File: config.mk
export PLATFORM = sky130hd
export DESIGN_NAME = ntm_vector_subtractor
export DESIGN_NICKNAME = d
export VERILOG_FILES = /design/src/rtl/ntm_vector_subtractor.sv
export SDC_FILE = /design/constraint.sdc
export NUM_CORES = 1
export LEC_CHECK = 0
export ABC_AREA = 1
export BUFFER_PORTS_ARGS = -buffer_cell sky130_fd_sc_hd__buf_2
export CORE_MARGIN = 1.5
export CORE_UTILIZATION = 50
export CTS_CLUSTER_DIAMETER = 120
export DETAILED_ROUTE_END_ITERATION = 16
export PLACE_DENSITY = 0.72
export SLEW_MARGIN = 20
export SYNTH_ARGS = -nofsm -noshare
export SYNTH_HDL_FRONTEND = slang
export SYNTH_SLANG_ARGS = --single-unit
File: constraint.sdc
create_clock -name clk -period 5.15 [get_ports clk]
set_input_delay 0.7725 -clock clk [delete_from_list [all_inputs] [get_ports clk]]
set_output_delay 0.7725 -clock clk [all_outputs]
set_load 0.01 [all_outputs]
File: src/rtl/ntm_vector_subtractor.sv
// ntm_vector_subtractor: streaming element-wise a-b over SIZE_IN-element vectors with enable-qualified operand streams.
// Optional NTM_VECTOR_SUBTRACTOR_SATURATE_EN clamps negative differences to zero.
module ntm_vector_subtractor #(
  parameter int DATA_SIZE = 8,
  parameter int SIZE_IN   = 4
) (
  input  logic                 clk,
  input  logic                 rst_n,
  input  logic                 start_i,
  input  logic                 data_a_in_enable_i,
  input  logic [DATA_SIZE-1:0] data_a_in_i,
  input  logic                 data_b_in_enable_i,
  input  logic [DATA_SIZE-1:0] data_b_in_i,
  output logic                 data_enable_o,
  output logic [DATA_SIZE:0]   data_out_o,
  output logic                 data_out_enable_o,
  output logic                 ready_o
);
  localparam int IW = SIZE_IN > 1 ? $clog2(SIZE_IN) : 1;
  localparam logic [1:0] IDLE  = 2'd0;
  localparam logic [1:0] INPUT = 2'd1;
  localparam logic [1:0] ENDER = 2'd2;
  logic [1:0]           state_q, state_d;
  logic [IW-1:0]        idx_q, idx_d;
  logic                 a_held_q, a_held_d, b_held_q, b_held_d;
  logic [DATA_SIZE-1:0] a_q, a_d, b_q, b_d, a_val, b_val;
  logic [DATA_SIZE:0]   out_q, out_d, diff, res;
  logic                 oe_q, oe_d, ready_q, ready_d;
  logic                 in_input, a_take, b_take, pair, last;
  always_comb begin
    in_input = state_q == INPUT;
    a_take   = in_input & data_a_in_enable_i & ~a_held_q;
    b_take   = in_input & data_b_in_enable_i & ~b_held_q;
    a_val    = a_held_q ? a_q : data_a_in_i;
    b_val    = b_held_q ? b_q : data_b_in_i;
    pair     = in_input & (a_held_q | data_a_in_enable_i) & (b_held_q | data_b_in_enable_i);
    diff     = {1'b0, a_val} - {1'b0, b_val};
    last     = idx_q == IW'(SIZE_IN - 1);
  end
`ifdef NTM_VECTOR_SUBTRACTOR_SATURATE_EN
  assign res = diff[DATA_SIZE] ? '0 : diff;
`else
  assign res = diff;
`endif
  always_comb begin
    state_d  = state_q == IDLE ? (start_i ? INPUT : IDLE)
             : in_input ? ((pair && last) ? ENDER : INPUT) : IDLE;
    idx_d    = state_q == IDLE ? '0 : (pair && !last) ? idx_q + 1'b1 : idx_q;
    a_held_d = pair ? 1'b0 : a_held_q | a_take;
    b_held_d = pair ? 1'b0 : b_held_q | b_take;
    a_d      = a_take ? data_a_in_i : a_q;
    b_d      = b_take ? data_b_in_i : b_q;
    out_d    = pair ? res : out_q;
    oe_d     = pair;
    ready_d  = pair & last;
  end
  always_ff @(posedge clk or negedge rst_n) begin
    if (!rst_n) begin
      state_q  <= IDLE;
      idx_q    <= '0;
      a_held_q <= 1'b0;
      b_held_q <= 1'b0;
      a_q      <= '0;
      b_q      <= '0;
      out_q    <= '0;
      oe_q     <= 1'b0;
      ready_q  <= 1'b0;
    end else begin
      state_q  <= state_d;
      idx_q    <= idx_d;
      a_held_q <= a_held_d;
      b_held_q <= b_held_d;
      a_q      <= a_d;
      b_q      <= b_d;
      out_q    <= out_d;
      oe_q     <= oe_d;
      ready_q  <= ready_d;
    end
  end
  assign data_enable_o     = state_q == INPUT;
  assign data_out_o        = out_q;
  assign data_out_enable_o = oe_q;
  assign ready_o           = ready_q;
endmodule

## Yosys cells after proc, flatten, opt, wreduce, memory -nomap -nowiden

Index checks and enable logic that the tools add are counted.
W data, S select, Z words.

- Output and inout bits: 12
- Register bits: 33
- Bits of input ports: 21
- Word-level logic and storage cells: 41

- $add $sub $neg: 2
- Bitwise logic cells: 13
- Mux-type cells: 10
- Reduce and logical (&&, ||, !) cells: 5
- Equal/unequal tests: 2

Operator list:

| operator | number |
|---|---|
| $mux W8 | 2 |
| $mux W2 | 5 |
| $sub A8 B8 Y9 | 1 |
| $and A1 B1 Y1 | 7 |
| $or A1 B1 Y1 | 4 |
| $mux W1 | 3 |
| $add A2 B1 Y2 const B | 1 |
| $eq A2 B1 Y1 const B | 1 |
| $eq A2 B2 Y1 const B | 1 |
| $logic_and A1 B1 Y1 | 2 |
| $logic_not A2 Y1 | 1 |
| $not A1 Y1 | 2 |
| $reduce_bool A2 Y1 | 1 |
| $logic_not A1 Y1 | 1 |

## Depth between registers and ports, before layout

Gate-level depths: netlist of the first run.

- Depth after elaboration: 7
- Depth in mapped cells: 12
- Mapped depth without buffers: 12

## Worst setup path before layout of the first run

Ideal clock, no wire load.

- Kind: input port to flip-flop
- From: in data_a_in_i[0]
- To: reg out_q[4], in the netlist data_out_o[4]
- Cell stages on the path: 9
- Arrival: 1.903 ns
- Buffers on the path: 0
- Required time: 5.031 ns
- Setup slack: 3.127 ns
- Path through: inv_1 > nand2_1 > o21ai_0 > ha_1 > fa_1 > o21bai_1 > nand2_1 > nand2_1 > o21ai_2

- Word-level cells in the longest chain between the ends: 2

RTL lines:

| what | RTL line | text |
|---|---|---|
| start: declaration | 11 | `input logic [DATA_SIZE-1:0] data_a_in_i,` |
| $mux W8 | 34 | `a_val = a_held_q ? a_q : data_a_in_i;` |
| $sub A8 B8 Y9 | 37 | `diff = {1'b0, a_val} - {1'b0, b_val};` |
| end signal: assignment | 75 | `out_q <= out_d;` |
| end: declaration | 27 | `logic [DATA_SIZE:0] out_q, out_d, diff, res;` |

No other way between the ends.
A chain may end at the register's enable or synchronous reset.

## Worst setup path in the final report of the first run

- From: reg a_held_q
- To: reg out_q[5], in the netlist data_out_o[5]

- Word-level cells in the longest chain between the ends: 3
- Elaborated cells between the ends (all ways): 5

RTL lines:

| what | RTL line | text |
|---|---|---|
| start: declaration | 25 | `logic a_held_q, a_held_d, b_held_q, b_held_d;` |
| start signal: assignment | 71 | `a_held_q <= a_held_d;` |
| parallel branches: the longest is 3 deep, another holds $sub A8 B8 Y9 | n/a |  |

Parallel ways; which one is timed is not known.

==> flow_summary.ini, run 1 <==
[outcome]
outcome = complete, no violations

[routing]
routed_wl_um = 3550
drtPass1Iterations = 4
post-route-drc-count = 0
drtIter0Drc = 68
wl_per_cell_um = 11.0
vias_per_cell = 4.83
drt.antenna.violating_nets = 0
vias = 1554

[clocking]
cts_tree = built
clk-insertion-delay-late_ps = 290
cts_inserted_buffers = 5
hold_buffers = 0
cts_setup_buffers = 0
path_clk_slew_ps = 70
cts_resized = 0
cts_buffer_depth = 2
cts_num_sinks = 33
cts-root-buf = clkbuf_8
htree_levels = 2

[yosys]
synth.net_count = 270
ys_ff_latch = 33
ys_types = 28
syn_area_um2 = 1920
netlist_instances = 239
synth_top_area_share_pct = 43.0
ys.warnings.count = 0
ys.flop_type = dfrtp_1
ys_top_cells_by_area = dfrtp_1, nand2_1, inv_1, o21ai_0, ha_1
async_flop_share_pct = 100
synth_edf_count = 0
yosysSeqAreaShare_pct = 43.0
yosys-top-cells-count = nand2_1, inv_1, dfrtp_1
synth.most_common_cell = nand2_1
yosys.area.top_type = dfrtp_1
avgSynthCellArea_um2 = 8.04

[floorplanning]
die_w_um = 65.0
dieArea_um2 = 4220
start_util_pct = 52.1
core-area_um2 = 3690
rows = 22
dieHeight_um = 65.0
num_io_pins = 33

[timing]
finalCritPeriodShare_pct = 41.1
relSlewSlack_pct = 52.5
clock_skew_ps = 5.19
hold_viol = 0
fmax_mhz = 472
setup_viol_count_final = 0
period_minus_slack_ps = 2120
grt_setup_unrepaired = false
hold_slack_ps = 477
tightest_slew_ps = 712
fin_tns_setup_ps = 0
drv_slew = 0

[power_and_ir_drop]
power.share.switching_pct = 44.3
power_mw = 1.56
p_clk_share_pct = 16.1
p_int_mw = 0.872
ir_drop_uv = 305
p_comb_share_pct = 54.8
p_sw_mw = 0.693
leakage_nw = 1.23
power_density_nw_per_um2 = 706
p_seq_share_pct = 29.1

[place]
dp.cells = 314
gp_congestion = 0.860
dp_hpwl_um = 2760
portBuffers = 32

[flow_run]
maxCapViolations = 0

[grt]
grt_pass1_vias = 1401
grt_usage_pct = 19.4
grt_pass1_wl_um = 6150
grt-ovfl-total = 0
grt_max_degree = 34
antenna_found_initial = 0

[finish]
final_nets = 304
syn_to_final_growth_pct = 15.4
ff_latch_area_um2 = 826
multiInputGateArea_um2 = 893
n_antenna_cell = 0
fillers = 383
stdcell_count = 322
drive_gt1_share_pct = 25.2

[min_path]
hp-class = reg2reg

[setup_path]
crit_arrival_ps = 2300
cp-start-kind = flop
cp_max_fo = 14
required_ps = 5330
endpoint_kind = flop
critical_path_class = reg2reg
state kept, by name, summed over array words and instances (netlist names):
name	count
b_q	8
b_held_q	1
data_out_enable_o	1
data_out_o	9
a_held_q	1
a_q	8
state_q	2
ready_o	1
idx_q	2
cell type report:
class                           count  share of cell area [%]
Multi-Input combinational cell    159                    40.3
Sequential cell                    33                    37.2
Inverter                           42                    7.28
Timing Repair Buffer               32                    7.22
Clock buffer                        7                    3.89
Tap cell                           48                    2.71
Clock inverter                      1                    1.35
through the flow:
stage                     cell area, um^2  utilization (%)  setup slack [ps]
after CTS                            2220             60.1              3020
after floorplan                      1920                -              3130
after detailed placement             2100             57.0              2910
final                                2220             60.1              3030
after global placement               2100             57.0              2950
after global routing                 2220             60.1              2840
cells by family (layout without fill, tap and decap cells):
family                     after synthesis  count (layout)  synth area share, %
DFF                                     33              33                 43.0
and+or+nand+nor                        102             102                 23.9
buffers and inverters                   47              82                 10.5
xor gates and xnor gates                 2               2                0.912
adders and majority gates               10              10                 6.90
AOI/OAI and AO/OA                       45              45                 14.8
per-layer routing:
| layer | GRT usage [%] | wire (um) |
|---|---|---|
| met5 | 0 | 0 |
| met4 | 7.18 | 62 |
| met3 | 5.73 | 165 |
| met2 | 31.1 | 1640 |
| met1 | 24.7 | 1680 |
cell usage in the layout (no fill, tap or decap), types with 2 or more instances in the layout:
master / netlist / routed
xor2_1: 2 / 2
buf_2: 0 / 32
nor2_1: 4 / 4
a21oi_1: 3 / 3
o21ai_2: 12 / 12
o21ai_1: 4 / 4
nor2_2: 2 / 2
inv_1: 36 / 36
ha_1: 9 / 9
o21ai_0: 24 / 24
nand3_1: 13 / 13
dfrtp_1: 33 / 33
nand2_4: 2 / 2
or2_2: 3 / 3
nand2_1: 72 / 72
inv_2: 4 / 4
clkbuf_8: 0 / 6
power groups by stage:
stage / Combinational (mW) / Sequential [mW] / Clock (mW)
6_report: 0.857 / 0.456 / 0.251
4_1_cts: 0.861 / 0.458 / 0.254
5_1_grt: 0.988 / 0.472 / 0.265
2_1_floorplan: 0.672 / 0.461 / 0
3_3_place_gp: 0.834 / 0.454 / 0
3_5_place_dp: 0.857 / 0.462 / 0
critical path: stages (launching register included):
cell and delay (ps):
dfrtp_1 570, inv_2 120, or2_2 280, o21ai_0 150, inv_1 80, ha_1 280, nand2_1 50, nand2_1 110
nand3b_1 120, nand2_1 80, nand2_1 50, nand3_1 60, nand2_1 50
final timing paths:
path | depth (start not counted) | end | slack, ps | from
worst max-delay path | 12 | data_out_o[5]$_DFFE_PN0P_ | 3030 | a_held_q$_DFF_PN0_
worst min-delay path | 2 | data_out_o[1]$_DFFE_PN0P_ | 480 | data_out_o[1]$_DFFE_PN0P_
worst max register to register | 12 | data_out_o[5]$_DFFE_PN0P_ | 3030 | a_held_q$_DFF_PN0_
worst min register to register | 2 | data_out_o[1]$_DFFE_PN0P_ | 480 | data_out_o[1]$_DFFE_PN0P_
max in group asynchronous | 1 | ready_o$_DFF_PN0_ | 4160 | rst_n
min in group asynchronous | 1 | a_q[5]$_DFFE_PN0P_ | 540 | rst_n
Power figures use the tool's default switching activity.
==> inputs of run 2 (changes only) <==
==> constraint.sdc (replaced) <==
create_clock -name clk -period 2.1 [get_ports clk]
set_input_delay 0.315 -clock clk [delete_from_list [all_inputs] [get_ports clk]]
set_output_delay 0.315 -clock clk [all_outputs]
set_load 0.01 [all_outputs]
==> flow_summary.ini, run 2 (synthesized netlist as in run 1, its figures left out) <==
[routing]
vias_per_cell = 4.71
wl_per_cell_um = 11.0
drt.antenna.violating_nets = 0
drtIter0Drc = 92
routed_wl_um = 3530
vias = 1517
post-route-drc-count = 0
drtPass1Iterations = 4

[place]
gp_congestion = 0.829
portBuffers = 32
dp_hpwl_um = 2710

[timing]
setup_viol_count_final = 0
tightest_slew_ps = 726
clock_skew_ps = 5.12
finalCritPeriodShare_pct = 91.2
fin_tns_setup_ps = 0
fmax_mhz = 522
grt_setup_unrepaired = false
relSlewSlack_pct = 51.6
period_minus_slack_ps = 1920
hold_viol = 0
drv_slew = 0

[floorplanning]
start_util_pct = 52.1
rows = 22
dieArea_um2 = 4220
core-area_um2 = 3690
num_io_pins = 33
dieHeight_um = 65.0
die_w_um = 65.0

[finish]
fin_util_pct = 59.5
largest_reg_flops = 9
final_nets = 306
syn_to_final_growth_pct = 14.2
n_antenna_cell = 0
drive_gt1_share_pct = 25.9
layout_common_cells = nand2_1, inv_1, dfrtp_1
final_common_cell = nand2_1

[setup_path]
r2r_cells = 10
rr_endpoint = data_out_o[7]$_DFFE_PN0P_
reg2reg_slack_ps = 180
endpoint_kind = flop
cp-start-kind = flop
cp_max_fo = 10
r2r-start = b_held_q$_DFF_PN0_
required_ps = 2280
crit_arrival_ps = 2090
critical_path_class = reg2reg

[power_and_ir_drop]
power_mw = 3.68
power_density_nw_per_um2 = 1680
leakage_nw = 1.22
ir_drop_uv = 701

[clocking]
clk-insertion-delay-late_ps = 280
htree_levels = 2
hold_buffers = 0
cts_buffer_depth = 2
cts_inserted_buffers = 5
path_clk_slew_ps = 70
cts_tree = built
cts-root-buf = clkbuf_8
cts_num_sinks = 33

[grt]
grt-ovfl-total = 0
grt_pass1_wl_um = 6240
grt_max_degree = 34
antenna_found_initial = 0
grt_pass1_vias = 1416
grt_usage_pct = 19.2

[min_path]
hp-class = in2async

[outcome]
outcome = complete, no violations

[flow_run]
maxCapViolations = 0
==> run 2: layer usage <==
layer	vias to the layer above	GRT usage, %	share of wire, %
met5	-	0	0
met4	0	8.78	1.9
met3	7	3.82	4.6
met2	31	29.5	44
met1	660	26.1	49
li1	819	-	-
==> run 2: stage by stage <==
stage	hold WS (ps)	std cells	worst slack [ps]	area (um^2)
global route	159	322	15.4	2190
finish	85.8	322	185	2190
detailed placement	423	316	172	2120
global placement	417	316	227	2120
floorplan	19.4	239	219	1920
CTS	120	322	158	2190
==> run 2: worst max path at each step <==
| stage | startpoint | end | slack, ps | depth (start not counted) |
|---|---|---|---|---|
| after floorplan | b_held_q$_DFF_PN0_ | data_out_o[7]$_DFFE_PN0P_ | 220 | 9 |
| after global placement | b_held_q$_DFF_PN0_ | data_out_o[8]$_DFFE_PN0P_ | 230 | 11 |
| after detailed placement | b_held_q$_DFF_PN0_ | data_out_o[4]$_DFFE_PN0P_ | 170 | 9 |
| after CTS | b_held_q$_DFF_PN0_ | data_out_o[4]$_DFFE_PN0P_ | 160 | 9 |
| after global routing | b_held_q$_DFF_PN0_ | data_out_o[8]$_DFFE_PN0P_ | 20 | 12 |
| final | b_held_q$_DFF_PN0_ | data_out_o[7]$_DFFE_PN0P_ | 180 | 10 |
==> run 2: critical path, cell delays in order, from the launching register on <==
cell and delay, ps:
dfrtp_1 420, inv_4 80, buf_4 170, o21ai_0 260, ha_1 330, nand2_1 80
nand2_1 60, a21oi_1 170, nand3_1 100, nand3_1 90, nand2_1 50
==> run 2: repair_timing <==
action | 4_1_cts | 5_1_grt
buffers inserted | 0 | 0
resized for setup | 0 | 2
setup endpoints to repair | 0 | 2
==> run 2: layout make-up <==
cell class,instances,area [um^2]
timing repair buffer,34,175
clock buffer,5,68.8
tap,48,60.1
sequential,33,826
multi-input combinational,159,896
inverter,42,164
fill,345,1490
clock inverter,1,5.00
==> run 2: power by group <==
part | internal [mW] | switching, mW
Combinational | 0.842 | 1.30
Clock | 0.218 | 0.224
Sequential | 0.939 | 0.157
==> inputs of run 3 (changes only) <==
--- a/config.mk
+++ b/config.mk
@@ -5,13 +5,12 @@
 export SDC_FILE = /design/constraint.sdc
 export NUM_CORES = 1
 export LEC_CHECK = 0
-export ABC_AREA = 1
 export BUFFER_PORTS_ARGS = -buffer_cell sky130_fd_sc_hd__buf_2
 export CORE_MARGIN = 1.5
 export CORE_UTILIZATION = 50
 export CTS_CLUSTER_DIAMETER = 120
 export DETAILED_ROUTE_END_ITERATION = 16
-export PLACE_DENSITY = 0.72
+export PLACE_DENSITY = 0.73
 export SLEW_MARGIN = 20
 export SYNTH_ARGS = -nofsm -noshare
 export SYNTH_HDL_FRONTEND = slang
==> flow_summary.ini, run 3 <==
[outcome]
outcome = finished with violations
failed_checks = negative setup slack

[floorplanning]
die_w_um = 62.6
core-area_um2 = 3360
start_util_pct = 52.8
dieArea_um2 = 3920
num_io_pins = 33
dieHeight_um = 62.6
rows = 21

[power_and_ir_drop]
p_sw_mw = 1.50
p_comb_share_pct = 61.9
ir_drop_uv = 923
power_density_nw_per_um2 = 1720
p_clk_share_pct = 8.7
power.share.switching_pct = 39.0
leakage_nw = 1.05
p_int_mw = 2.35
p_seq_share_pct = 29.4

[yosys]
async_flop_share_pct = 100
synth.most_common_cell = dfrtp_1
syn_area_um2 = 1780
ys_ff_latch = 33
yosys.area.top_type = dfrtp_1
ys.warnings.count = 0
synth.net_count = 181
ys_types = 32
synth_top_area_share_pct = 46.5
synth_edf_count = 0
netlist_instances = 150
yosysSeqAreaShare_pct = 46.5
yosys-top-cells-count = dfrtp_1, mux2_2, nand2_1
ys_top_cells_by_area = dfrtp_1, mux2_2, ha_1, mux2i_1, mux2_1
avgSynthCellArea_um2 = 11.8
ys.flop_type = dfrtp_1

[finish]
stdcell_count = 252
syn_to_final_growth_pct = 26.3
final_nets = 236
drive_gt1_share_pct = 44.7
n_antenna_cell = 0
fin_util_pct = 66.7
layout_common_cells = dfrtp_1, buf_2, buf_4
largest_reg_flops = 9
fillers = 293
multiInputGateArea_um2 = 963
ff_latch_area_um2 = 827

[timing]
period_minus_slack_ps = 2140
hold_slack_ps = 24.8
grt_setup_unrepaired = true
drv_slew = 0
relSlewSlack_pct = 52.2
setup_ws_ps = -38.7
hold_viol = 0
setup_viol_count_final = 1
tightest_slew_ps = 718
finalCritPeriodShare_pct = 102
fmax_mhz = 468
clock_skew_ps = 12.2

[setup_path]
cpPeakStageDelay_ps = 420
crit_arrival_ps = 2360
worstPathCellList = mux2_4 -> ha_4 -> fa_2 -> nor2b_4 -> o31ai_2 -> a21oi_2 -> a2111oi_4 -> a211o_1
critPathSlowestCell = dfrtp_1
reg2reg_slack_ps = -40
cp-start-kind = flop
required_ps = 2320
critical_path_class = reg2reg
endpoint_kind = flop
cp_max_fo = 2

[clocking]
path_clk_slew_ps = 100
cts_inserted_buffers = 5
cts_num_sinks = 33
cts_tree = built
htree_levels = 2
clk-insertion-delay-late_ps = 330
cts-root-buf = clkbuf_4
cts_buffer_depth = 2

[routing]
routed_wl_um = 3660
vias = 1335
drtPass1Iterations = 4
wl_per_cell_um = 14.5
drt.antenna.violating_nets = 0
vias_per_cell = 5.30
post-route-drc-count = 0
drtIter0Drc = 29

[place]
dp.cells = 241
dp_hpwl_um = 2730
portBuffers = 32
gp_congestion = 0.880
pre_cts_ws_ps = -168

[min_path]
hp-class = in2async

[grt]
antenna_found_initial = 0
grt-ovfl-total = 0
grt_max_degree = 34
grt_pass1_vias = 1365
grt_pass1_wl_um = 6210
grt_usage_pct = 20.7

[flow_run]
maxCapViolations = 0
-- run 3: changes by cell type after synthesis, sizes merged, moves of 9 or more --
| cell | change |
|---|---|
| mux2 | +23 |
| inv | -38 |
| nand3 | -15 |
| mux2i | +9 |
| nand2 | -62 |
| o21ai | -31 |
-- run 3: power groups by stage --
stage          registers (mW)  logic (mW)  clock network [mW]
2_1_floorplan            1.14        1.57                   0
3_3_place_gp             1.12        2.18                   0
3_5_place_dp             1.14        2.26                   0
4_1_cts                  1.13        2.37               0.347
5_1_grt                  1.17        2.63               0.383
6_report                 1.14        2.39               0.335
-- run 3: worst paths after layout --
check	end	cells after the start	start
max	data_out_o[8]$_DFFE_PN0P_	8	b_held_q$_DFF_PN0_
min	b_q[1]$_DFFE_PN0P_	1	rst_n
max reg2reg	data_out_o[8]$_DFFE_PN0P_	8	b_held_q$_DFF_PN0_
min reg2reg	state_q[0]$_DFF_PN0_	1	state_q[1]$_DFF_PN0_
max in group asynchronous	a_held_q$_DFF_PN0_	1	rst_n
min in group clk	a_q[0]$_DFFE_PN0P_	2	data_a_in_i[0]
-- run 3: routing by layer --
metal	vias to the layer above	GRT usage [%]	part of all wire, %
met5	-	0	0
met4	0	6.94	1.5
met3	7	5.77	4.8
met2	30	33.9	48
met1	656	26.4	46
li1	642	-	-
-- run 3: cells by family after synthesis --
kind of cell / synth area share [%]
AO/OA/AOI/OAI: 12.5
XOR/XNOR: 1.97
flip-flops: 46.5
AND/OR/NAND/NOR: 9.51
buffers and inverters: 2.33
multiplexers: 19.7
adder cells (fa/ha/maj): 7.47
-- run 3: area by class of cell --
type	count	share of cell area, %
inverters	3	0.502
flip-flops and latches	33	36.9
well taps	46	2.57
repair buffers	53	14.9
clock buffers	8	2.18
multi-input cells	109	43.0
-- run 3: critical path, delay by kind of cell (launching register included) --
family | cells | cell delay (ps)
and+or+nand+nor | 1 | 130
adders and majority gates | 2 | 520
AOI/OAI and AO/OA | 4 | 640
DFF | 1 | 420
muxes | 1 | 330
-- run 3: what timing repair did --
item                       4_1_cts  5_1_grt
buffers inserted                 3        0
pin swaps                        2        2
resized for setup                4        3
hold buffers                     0        0
setup endpoints to repair        4        4
-- run 3: per-stage QoR --
step / power (mW) / setup TNS (ps) / instance area (um^2)
2_1_floorplan: 2.70 / -247 / 1820
3_3_place_gp: 3.30 / -180 / 2130
3_5_place_dp: 3.40 / -460 / 2130
4_1_cts: 3.84 / -43.4 / 2230
5_1_grt: 4.19 / -344 / 2240
6_report: 3.86 / -38.7 / 2240
